File: src/rtl/ilm_pkg.sv
// Shared widths, leading-one detector and stage payload type for the ilm_ae_pipe datapath.
// Payload fields are sized for the widest legal operand; narrower instances zero-extend.
package ilm_pkg;

  localparam int MAX_W = 32;

  function automatic int LOD_W(input int w);
    return $clog2(w);
  endfunction

  localparam int K_W = LOD_W(MAX_W);

  typedef struct packed {
    logic             valid;
    logic [MAX_W-1:0] x;
    logic [MAX_W-1:0] y;
    logic [K_W-1:0]   k1;
    logic [K_W-1:0]   k2;
    logic [MAX_W-1:0] xr;
    logic [MAX_W-1:0] yr;
    logic             exact;
  } stage_t;

  // Highest set bit index; a zero input yields 0 and is flagged separately downstream.
  function automatic logic [K_W-1:0] lod(input logic [MAX_W-1:0] v);
    logic [K_W-1:0] k;
    k = '0;
    for (int i = 0; i < MAX_W; i++) begin
      if (v[i]) k = i[K_W-1:0];
    end
    return k;
  endfunction

endpackage

File: src/rtl/ilm_ae_core.sv
// Combinational one-iteration log-multiplier: 2^(k1+k2) + xr*2^k2 + yr*2^k1.
// With ILM_EXACT_MODE_EN defined, an exact x*y can be selected per operation.
module ilm_ae_core
  import ilm_pkg::*;
(
  input  logic [K_W-1:0]     k1,
  input  logic [K_W-1:0]     k2,
  input  logic [MAX_W-1:0]   xr,
  input  logic [MAX_W-1:0]   yr,
  input  logic               zero,
  output logic [2*MAX_W-1:0] p
`ifdef ILM_EXACT_MODE_EN
  ,
  input  logic               exact,
  input  logic [MAX_W-1:0]   x,
  input  logic [MAX_W-1:0]   y
`endif
);

  localparam int PW = 2 * MAX_W;

  logic [K_W:0]  w_ksum;
  logic [PW-1:0] w_approx;

  assign w_ksum   = {1'b0, k1} + {1'b0, k2};
  assign w_approx = (PW'(1) << w_ksum) + (PW'(xr) << k2) + (PW'(yr) << k1);

  always_comb begin
    p = w_approx;
`ifdef ILM_EXACT_MODE_EN
    if (exact) p = PW'(x) * PW'(y);
`endif
    // The LOD of zero is 0, which would otherwise leave a spurious 2^k term.
    if (zero) p = '0;
  end

endmodule

File: src/rtl/ilm_ae_pipe.sv
// Pipelined approximate log multiplier with valid/ready handshake and global stall.
// Optional exact-product port enabled by ILM_EXACT_MODE_EN.
module ilm_ae_pipe
  import ilm_pkg::*;
#(
  parameter int W      = 16,
  parameter int STAGES = 2
) (
  input  logic           clk,
  input  logic           rst,
  input  logic           in_valid,
  output logic           in_ready,
  input  logic [W-1:0]   x,
  input  logic [W-1:0]   y,
  output logic           out_valid,
  input  logic           out_ready,
  output logic [2*W-1:0] p
`ifdef ILM_EXACT_MODE_EN
  ,
  input  logic           exact
`endif
);

  localparam int PW = 2 * W;
  localparam int DN = STAGES - 1;

  stage_t              r_s0;
  stage_t              r_s1;
  stage_t              w_s0_d;
  stage_t              w_s1_d;
  logic [DN-1:0]       r_dv;
  logic [PW-1:0]       r_dp [DN];
  logic                w_adv;
  logic                w_zero;
  logic [2*MAX_W-1:0]  w_core_p;
  logic [2*$bits(stage_t)+2*MAX_W-1:0] w_unused_bits;

  assign w_adv    = ~out_valid | out_ready;
  assign in_ready = w_adv;

  always_comb begin
    w_s0_d       = '0;
    w_s0_d.valid = in_valid;
    w_s0_d.x     = MAX_W'(x);
    w_s0_d.y     = MAX_W'(y);
`ifdef ILM_EXACT_MODE_EN
    w_s0_d.exact = exact;
`endif
    w_s1_d    = r_s0;
    w_s1_d.k1 = lod(r_s0.x);
    w_s1_d.k2 = lod(r_s0.y);
    w_s1_d.xr = r_s0.x ^ (MAX_W'(1) << w_s1_d.k1);
    w_s1_d.yr = r_s0.y ^ (MAX_W'(1) << w_s1_d.k2);
  end

  assign w_zero = (r_s1.x == '0) | (r_s1.y == '0);

  ilm_ae_core u_core (
    .k1    (r_s1.k1),
    .k2    (r_s1.k2),
    .xr    (r_s1.xr),
    .yr    (r_s1.yr),
    .zero  (w_zero),
    .p     (w_core_p)
`ifdef ILM_EXACT_MODE_EN
    ,
    .exact (r_s1.exact),
    .x     (r_s1.x),
    .y     (r_s1.y)
`endif
  );

  // Stage 0 captures operands, stage 1 the LOD/residues, then the product and its delay line.
  always_ff @(posedge clk or posedge rst) begin
    if (rst) begin
      r_s0 <= '0;
      r_s1 <= '0;
      r_dv <= '0;
      for (int i = 0; i < DN; i++) r_dp[i] <= '0;
    end else if (w_adv) begin
      r_s0    <= w_s0_d;
      r_s1    <= w_s1_d;
      r_dv[0] <= r_s1.valid;
      r_dp[0] <= w_core_p[PW-1:0];
      for (int i = 1; i < DN; i++) begin
        r_dv[i] <= r_dv[i-1];
        r_dp[i] <= r_dp[i-1];
      end
    end
  end

  assign out_valid = r_dv[DN-1];
  assign p         = r_dp[DN-1];

  // Padding bits of the shared payload and the product above 2*W are intentionally dropped.
  assign w_unused_bits = {r_s0, r_s1, w_core_p};

endmodule

File: config.mk
export PLATFORM = sky130hd
export DESIGN_NAME = ilm_ae_pipe
export DESIGN_NICKNAME = d
export VERILOG_FILES = /design/src/rtl/ilm_pkg.sv /design/src/rtl/ilm_ae_core.sv /design/src/rtl/ilm_ae_pipe.sv
export SDC_FILE = /design/constraint.sdc
export NUM_CORES = 1
export LEC_CHECK = 0
export ABC_AREA = 1
export BUFFER_PORTS_ARGS = -buffer_cell sky130_fd_sc_hd__clkbuf_2
export CAP_MARGIN = 20
export CORE_UTILIZATION = 25
export DETAILED_ROUTE_END_ITERATION = 10
export GPL_ROUTABILITY_DRIVEN = 0
export PLACE_DENSITY_LB_ADDON = 0.08
export SETUP_SLACK_MARGIN = 0.5
export SLEW_MARGIN = 20
export SYNTH_ARGS = -nofsm -noshare
export SYNTH_HDL_FRONTEND = slang
export SYNTH_SLANG_ARGS = --single-unit
File: constraint.sdc
create_clock -name clk -period 6.35 [get_ports clk]
set_input_delay 0.9525 -clock clk [delete_from_list [all_inputs] [get_ports clk]]
set_output_delay 0.9525 -clock clk [all_outputs]
set_load 0.02 [all_outputs]
==> metrics.txt, run 1 <==
run status completed; area delta synth->final 14.9%; drt first pass iters 5; HPWL after detailed placement 25,100 um; post-CTS setup buffer count 0; largest fanout on the critical path 20; GRT overflow 0; synthesized area 10,100 um2; RSZ-0062 raised after global routing no; HP Start p[11]; Chip Width 203 um; leading area contributor after synthesis dfrtp_1; Post-CTS Hold Buffers 0; relative slew slack 0.417; Worst setup EP type register; maxcap violations 0; CTS resizes 0; syn avg cell area 7.08 um2; share of layout cells above drive strength 1 0.104; Final Hold Fails 0; Final nets 1,574; Clock transition at path regs 0.07 ns; yosys warns 0; library cells used by synthesis 49; Synth Net Count 1,534; prevailing post-synth register cell dfrtp_1; Setup-failing EPs final 0; root buf cell clkbuf_16; number of flops mapped to enable cells by yosys 0; synth top area cells dfrtp_1 (34%), nand2_1 (15%), o21ai_0 (11%); CP Launch Point r_s1[71]; Worst Tran Pin Value 0.875 ns; crit path time final 5.21 ns; DR vias/cell 4.53; DRT Wirelength 32,500 um; CTS sink count 139; # H-tree levels 4; Setup Skew 0.0153 ns; Yosys reg bits 139; DRT iter0 DRCs 430; Max Buffers Root-to-Sink 2; part of the cycle the worst path needs 0.821; die area 41,300 um2; Die Y 203 um; global-route wire length before repair 52,900 um; Port Buffers 69; antenna violations before repair 0; later-pin clock latency in the skew report 0.45 ns; All-Layer GR Usage 0.166; row cnt 73; ant diodes 0; drt drc 0; worst r2r src r_s1[71]; async set or reset register ratio after synthesis 1.00; worst hold path class register to register; Critical Path RT 6.69 ns; Vias 9,094; # IOs 70; CP arrival 5.55 ns; initial core utilization 0.254; register area share after synthesis 0.343; largest net degree at the start of global routing 89; CTS Buf Count 17; cells after synthesis 1,431; f_max 192 MHz; setup TNS 0 ns; number of antenna-violating nets in the routed design 0; type of origin of the critical path register; DR WL/cell 16.2 um; Max Slew Vio Count 0; vias in the first global route 9,281; share of the synthesized area in the top cell type 0.343; critical path class register to register; CTS tree built; core area 39,800 um2
-- cell families (layout without fill, tap and decap cells) --
kind of cell,Yosys count,after routing,share of synthesized area
multiplexers,14,14,0.0138
AND/OR/NAND/NOR,607,607,0.253
buffers and inverters,262,315,0.0982
XOR/XNOR,7,7,0.00679
AO/OA/AOI/OAI,335,335,0.177
flip-flops,139,139,0.343
adder cells (fa/ha/maj),67,67,0.107
-- per-layer routing --
metal	wire, um	share of wire	global-route usage	vias up
met5	0	0	0	-
met4	839	0.026	0.0591	0
met3	800	0.025	0.0272	38
met2	15000	0.46	0.269	149
met1	15900	0.49	0.224	4209
li1	-	-	-	4698
-- critical path: stages (launching register included) --
cell	delay (ns)
dfrtp_1	0.70
inv_1	0.41
fa_1	0.76
inv_1	0.12
nor3_1	0.44
nand3_1	0.27
fa_1	0.58
inv_1	0.04
ha_1	0.22
fa_1	0.43
nand3_2	0.10
nand2_2	0.11
a21boi_4	0.21
o21ai_2	0.12
nand3_2	0.08
nand2_2	0.08
nand2_1	0.07
inv_1	0.04
nor2_1	0.08
nand2_1	0.06
nand3_1	0.09
nand2_1	0.06
-- cell type report --
type	count	area [um2]
Clock buffer	19	453
Clock inverter	13	200
Fill cell	4498	28200
Inverter	206	779
Multi-Input combinational cell	1030	5660
Sequential cell	139	3480
Tap cell	525	657
Timing Repair Buffer	77	405
-- cell usage in the layout, fill, tap and decap left out, types with 3 or more instances in the layout --
cell type,instances
ha_1,34
clkbuf_16,17
nand4_1,14
nand3_2,4
nand3_1,64
a21oi_2,4
or2_2,7
o21bai_1,4
nor3_1,14
o21ai_0,225
nand2_1,413
nor4_1,11
inv_2,6
xnor2_1,4
inv_1,197
mux2i_1,14
buf_4,8
dfrtp_1,139
o21ai_1,13
nor2_1,62
nand2_2,7
bufinv_16,4
a31oi_1,4
o21ai_2,3
a21oi_1,63
inv_6,6
clkbuf_2,69
fa_1,33
-- final timing paths --
check	end	slack [ns]	depth (start not counted)
worst min register to register	p[11]	0.48	2
max in group asynchronous	r_s1[86]	4.41	3
worst max-delay path	p[31]	1.14	21
worst max register to register	p[31]	1.14	21
min in group asynchronous	p[3]	0.67	2
worst min-delay path	p[11]	0.48	2
-- synth_stat cells, types with 2 or more instances --
cell,n
a21o_1,2
a21oi_1,63
a21oi_2,4
a22o_1,2
a31oi_1,4
a31oi_2,2
buf_1,5
buf_2,9
clkbuf_1,42
dfrtp_1,139
fa_1,33
ha_1,34
inv_1,198
inv_2,7
mux2i_1,14
nand2_1,413
nand2_2,7
nand3_1,64
nand3_2,4
nand4_1,14
nor2_1,62
nor2_2,3
nor3_1,14
nor3_4,2
nor4_1,11
o211ai_1,2
o21a_1,2
o21ai_0,225
o21ai_1,13
o21ai_2,3
o21bai_1,4
o31ai_1,2
or2_1,2
or2_2,7
xnor2_1,4
xor2_1,2
-- stage by stage --
stage	hold slack (ns)	area [um2]	util	cells	worst slack, ns
global route	0.498	11600	0.292	2009	0.676
detailed placement	0.454	11000	0.276	1977	1.15
CTS	0.477	11600	0.292	2009	1.13
floorplan	0.440	10100	-	1431	1.67
global placement	0.464	11000	0.276	1977	1.24
finish	0.478	11600	0.292	2009	1.14
-- sequential cells by signal, indices dropped and copies added, names as in the netlist --
register,count
p,32
out_valid,1
r_s0,33
r_s1,73
Power of run 1 is left out: the tool's default activity adds up to more than one toggle a clock period on the data nets, which glitch-free logic cannot reach.
==> inputs of run 2 (changes only) <==
- clock period: 6.35 -> 5.06 ns (I/O delays scaled with it)
==> run 2 against run 1 <==
Compared with the run above:
- global-route usage hardly changed
- sequential share of layout area is 0.25 points lower
- critical endpoint is now p[27]
- largest cell class unchanged
- critical path depth stayed put
- maximum frequency is 23% higher
- critical path type unchanged
- worst setup slack worse by 0.30 ns
==> metrics.txt, run 2 (synthesis gave the netlist of run 1 again) <==
run status completed; drt first pass iters 5 (unchanged); largest net degree at the start of global routing 95 (+6.7%); HPWL after detailed placement 25,500 um (+1.5%); r2r setup slk 0.83 ns (-0.30 ns); root buf cell clkbuf_16; # IOs 70 (unchanged); ant diodes 0 (unchanged); # H-tree levels 4 (unchanged); Critical-path top delay cell fa_2; commonest non-fill, non-tap cells in the layout nand2_1 (413), o21ai_0 (224), inv_1 (197); type of origin of the critical path register; CP arrival 4.55 ns (-1.00 ns); Met1 Routed Length 16,400 um (+3.4%); DR WL/cell 16.2 um (+0.28%); Vias 9,086 (-0.088%); Setup Skew 0.0131 ns (-0.00228 ns); DR vias/cell 4.49 (-0.88%); core area 39,800 um2 (unchanged); critical path class register to register; Cell Chain, Critical Path ha_1, inv_1, fa_2, inv_1, nor3_1, buf_4, nand3_1, fa_1, inv_1, ha_1, fa_1, nand3_2, nand2_2, a21boi_4, o21ai_2, nand3_2, nand2_2, a21oi_1, nand2_1, nand2_1, o21ai_1; die area 41,300 um2 (unchanged); number of antenna-violating nets in the routed design 0 (unchanged); Port Buffers 69 (unchanged); CP Launch Point r_s1[65]; metal3 WL 739 um (-7.6%); commonest non-fill, non-tap cell in the layout nand2_1; slack of the critical path 0.834 ns (-0.303 ns); CP Buf/Inv Count 4 (unchanged); Final nets 1,590 (+1.0%); relative slew slack 0.410 (-0.00631); CTS Buf Count 17 (unchanged); max FFs per register 73 (unchanged); Die Y 203 um (unchanged); Core Util, Final 0.295 (+0.00245); area delta synth->final 15.8%; DR WL met2 15,200 um (+1.0%); vias in the first global route 9,367 (+0.93%); Worst setup EP type register; row cnt 73 (unchanged); CTS tree built; Max Used Layer met4; share of layout cells above drive strength 1 0.117 (+0.0122); setup TNS 0 ns (unchanged); Worst Tran Pin Value 0.884 ns (+0.00947 ns); maxcap violations 0 (unchanged); CTS sink count 139 (unchanged); DP Worst Slack 0.594 ns (-0.553 ns); crit path time final 4.23 ns (-0.987 ns); RSZ-0062 raised after global routing no; Max Buffers Root-to-Sink 2 (unchanged); dpl cells 1,993 (+0.81%); GRT overflow 0 (unchanged); Setup-failing EPs final 0 (unchanged); global-route wire length before repair 53,400 um (+1.0%); part of the cycle the worst path needs 0.835 (+0.0143); Clock transition at path regs 0.06 ns (about the same); drt drc 0 (unchanged); All-Layer GR Usage 0.167 (+0.000425); Chip Width 203 um (unchanged); delay-heaviest family, CP adder cells; Final Hold Fails 0 (unchanged); Max Slew Vio Count 0 (unchanged); DRT Wirelength 32,900 um (+1.1%); Post-Layout Cell Count 2,025 (+0.80%); most frequent CP cell inv_1; Critical Path RT 5.39 ns (-1.30 ns); Top reg by flops r_s1; antenna violations before repair 0 (unchanged); later-pin clock latency in the skew report 0.44 ns (about the same); worst hold path class input pin to async pin; f_max 237 MHz (+23%); initial core utilization 0.254 (unchanged); largest fanout on the critical path 5 (-75%); worst r2r src r_s1[65]; crit-path max cell delay 0.61 ns (-0.15 ns); DRT iter0 DRCs 493 (+15%)
-- run 2: final timing paths --
path | to | depth (start not counted)
hold / removal | p[8] | 2
min in group clk | p[22] | 2
hold reg to reg | p[22] | 2
setup reg to reg | p[27] | 21
setup / recovery | p[27] | 21
max in group asynchronous | r_s1[71] | 3
-- run 2: metal layers --
metal  GRT usage  vias to the layer above
li1            -                     4725
met1       0.229                     4208
met3      0.0232                       26
met4      0.0491                        0
met5           0                        -
met2       0.271                      127
-- run 2: what timing repair did --
| item | CTS | global route |
|---|---|---|
| hold buffers | 0 | 0 |
| endpoints found under the setup margin | 0 | 16 |
| resized for setup | 0 | 12 |
| buffers inserted | 0 | 0 |
| hold endpoints to repair | 0 | 0 |
-- run 2: cell type report --
class / count / area, um2
fillers: 4503 / 28100
multi-input cells: 1030 / 5710
flip-flops and latches: 139 / 3480
inverters: 206 / 785
well taps: 525 / 657
repair buffers: 93 / 526
clock buffers: 20 / 447
clock inverters: 12 / 136
-- run 2: through the flow --
stage | hold slack, ns | area, um2
2_1_floorplan | 0.440 | 10100
3_3_place_gp | 0.459 | 11100
3_5_place_dp | 0.451 | 11100
4_1_cts | 0.475 | 11700
5_1_grt | 0.474 | 11700
6_report | 0.427 | 11700
Power of run 2 is left out for the same reason.
==> inputs of run 3 (changes only) <==
- clock period: 5.06 -> 4 ns (I/O delays scaled with it)
==> run 3 against run 2 <==
Compared with the run above:
- the run now ends with negative setup slack left
- clock-buffer cell count decreased by 2
- cell count rose by 5.0%
- sequential share of layout area fell by 3.6 points
- non-clock buffer count is 102 higher
==> metrics.txt, run 3 (synthesis gave the netlist of run 1 again) <==
run status complete, but fails checks; violated checks negative setup slack; slack of the critical path -0.0134 ns (-0.847 ns); type of origin of the critical path register; antenna violations before repair 0 (unchanged); Clock transition at path regs 0.06 ns (about the same); Vias 9,503 (+4.6%); DR vias/cell 4.47 (-0.43%); Cell Chain, Critical Path ha_2, inv_2, fa_2, clkinv_4, nor3_4, nand3_2, fa_1, inv_2, ha_4, fa_2, nand3_2, nand2_4, a21boi_4, o21ai_4, buf_4, buf_6, buf_6, a21oi_2, o21ai_2, nand2_1; Final Hold Fails 0 (unchanged); hold_ws 0.234 ns (-0.193 ns); commonest non-fill, non-tap cell in the layout nand2_1; root buf cell clkbuf_16; CTS Buf Count 17 (unchanged); Worst setup EP type register; Setup Skew 0.00864 ns (-0.00442 ns); CP Buf/Inv Count 6 (+2); maxcap violations 0 (unchanged); CTS sink count 139 (unchanged); layout filler cell count 4,369 (-3.0%); Worst Tran Pin Value 0.732 ns (-0.153 ns); All-Layer GR Usage 0.170 (+0.00288); Port Buffers 69 (unchanged); critical path class register to register; critical path depth in cells 20 (-4.8%); # IOs 70 (unchanged); FF-to-FF End p[15]; DR WL/cell 15.8 um (-2.5%); area delta synth->final 31.7%; row cnt 73 (unchanged); crit-path max cell delay 0.62 ns (about the same); DP Worst Slack -0.188 ns (-0.782 ns); Die Y 203 um (unchanged); CTS tree built; max FFs per register 73 (unchanged); number of antenna-violating nets in the routed design 0 (unchanged); Critical-path top delay cell fa_2; crit path time final 4.01 ns (-0.213 ns); worst r2r src r_s1[65]; Max Slew Vio Count 0 (unchanged); relative slew slack 0.512 (+0.102); commonest non-fill, non-tap cells in the layout nand2_1 (397), inv_1 (186), o21ai_0 (186); core area 39,800 um2 (unchanged); Area after DPL 11,700 um2 (+5.5%); f_max 249 MHz (+5.3%); Critical Path RT 4.39 ns (-1.00 ns); Post-CTS Hold Buffers 0 (unchanged); DRT iter0 DRCs 464 (-5.9%); die area 41,300 um2 (unchanged); largest fanout on the critical path 4 (-1); final instance area 13,300 um2 (+14%); largest net degree at the start of global routing 96 (+1.1%); vias in the first global route 9,556 (+2.0%); DRT Wirelength 33,700 um (+2.4%); Final nets 1,692 (+6.4%); RSZ-0062 raised after global routing yes; Top reg by flops r_s1; delay-heaviest family, CP adder cells; R2R depth 20 (-4.8%); global-route wire length before repair 53,900 um (+0.90%); part of the cycle the worst path needs 1.00 (+0.168); drt drc 0 (unchanged); later-pin clock latency in the skew report 0.46 ns (+0.02 ns); worst hold path class input pin to async pin; initial core utilization 0.254 (unchanged); r2r setup slk -0.01 ns (-0.85 ns); share of layout cells above drive strength 1 0.243 (+0.127); GRT overflow 0 (unchanged); # H-tree levels 4 (unchanged); Setup-failing EPs final 2 (+2); ant diodes 0 (unchanged); HPWL after detailed placement 26,100 um (+2.2%); CP arrival 4.41 ns (-0.14 ns); Max Buffers Root-to-Sink 2 (unchanged); Chip Width 203 um (unchanged); drt first pass iters 5 (unchanged)
run 3: cell count changes in the layout (fill, tap and decap cells not counted), moves of 13 or more:
cell	change
o21ai_1	+31
nand3_1	-15
a21oi_2	+17
ha_1	-21
nand2_1	-16
ha_4	+15
nand3_2	+13
a21oi_1	-24
o21ai_0	-38
buf_4	+86
run 3: area by class of cell:
class / count / area, um2 / share of cell area
multi-input combinational: 1030 / 6410 / 0.480
tap: 525 / 657 / 0.0492
clock buffer: 18 / 429 / 0.0322
timing repair buffer: 195 / 1390 / 0.104
sequential: 139 / 3480 / 0.261
inverter: 206 / 791 / 0.0593
clock inverter: 14 / 194 / 0.0145
run 3: worst max path at each step:
stage | startpoint | to | slack [ns]
final | r_s1[65] | p[15] | -0.01
after CTS | r_s1[65] | p[28] | 0.05
after global routing | r_s1[65] | p[28] | -0.20
after global placement | r_s1[70] | p[24] | -0.15
after floorplan | r_s1[66] | p[31] | 0.21
after detailed placement | r_s1[70] | p[24] | -0.19
run 3: metal layers:
layer,part of all wire,routed length [um],vias up,track usage
met1,0.48,16300,4383,0.229
met2,0.46,15600,136,0.269
met3,0.023,780,46,0.0246
li1,-,-,4938,-
met5,0,0,-,0
met4,0.029,993,0,0.0730
run 3: what timing repair did:
item                                    CTS  global route
cloned                                    0             0
resized for setup                        96            97
endpoints found under the setup margin   26            27
pin swaps                                20            56
setup buffers                            14            24
run 3: stage by stage:
| stage | utilization | std cells | TNS [ns] |
|---|---|---|---|
| floorplan | - | 1431 | 0 |
| global placement | 0.294 | 2057 | -0.574 |
| detailed placement | 0.294 | 2057 | -0.963 |
| CTS | 0.322 | 2103 | 0 |
| global route | 0.335 | 2127 | -2.12 |
| finish | 0.335 | 2127 | -0.0232 |
Power of run 3 is left out for the same reason.
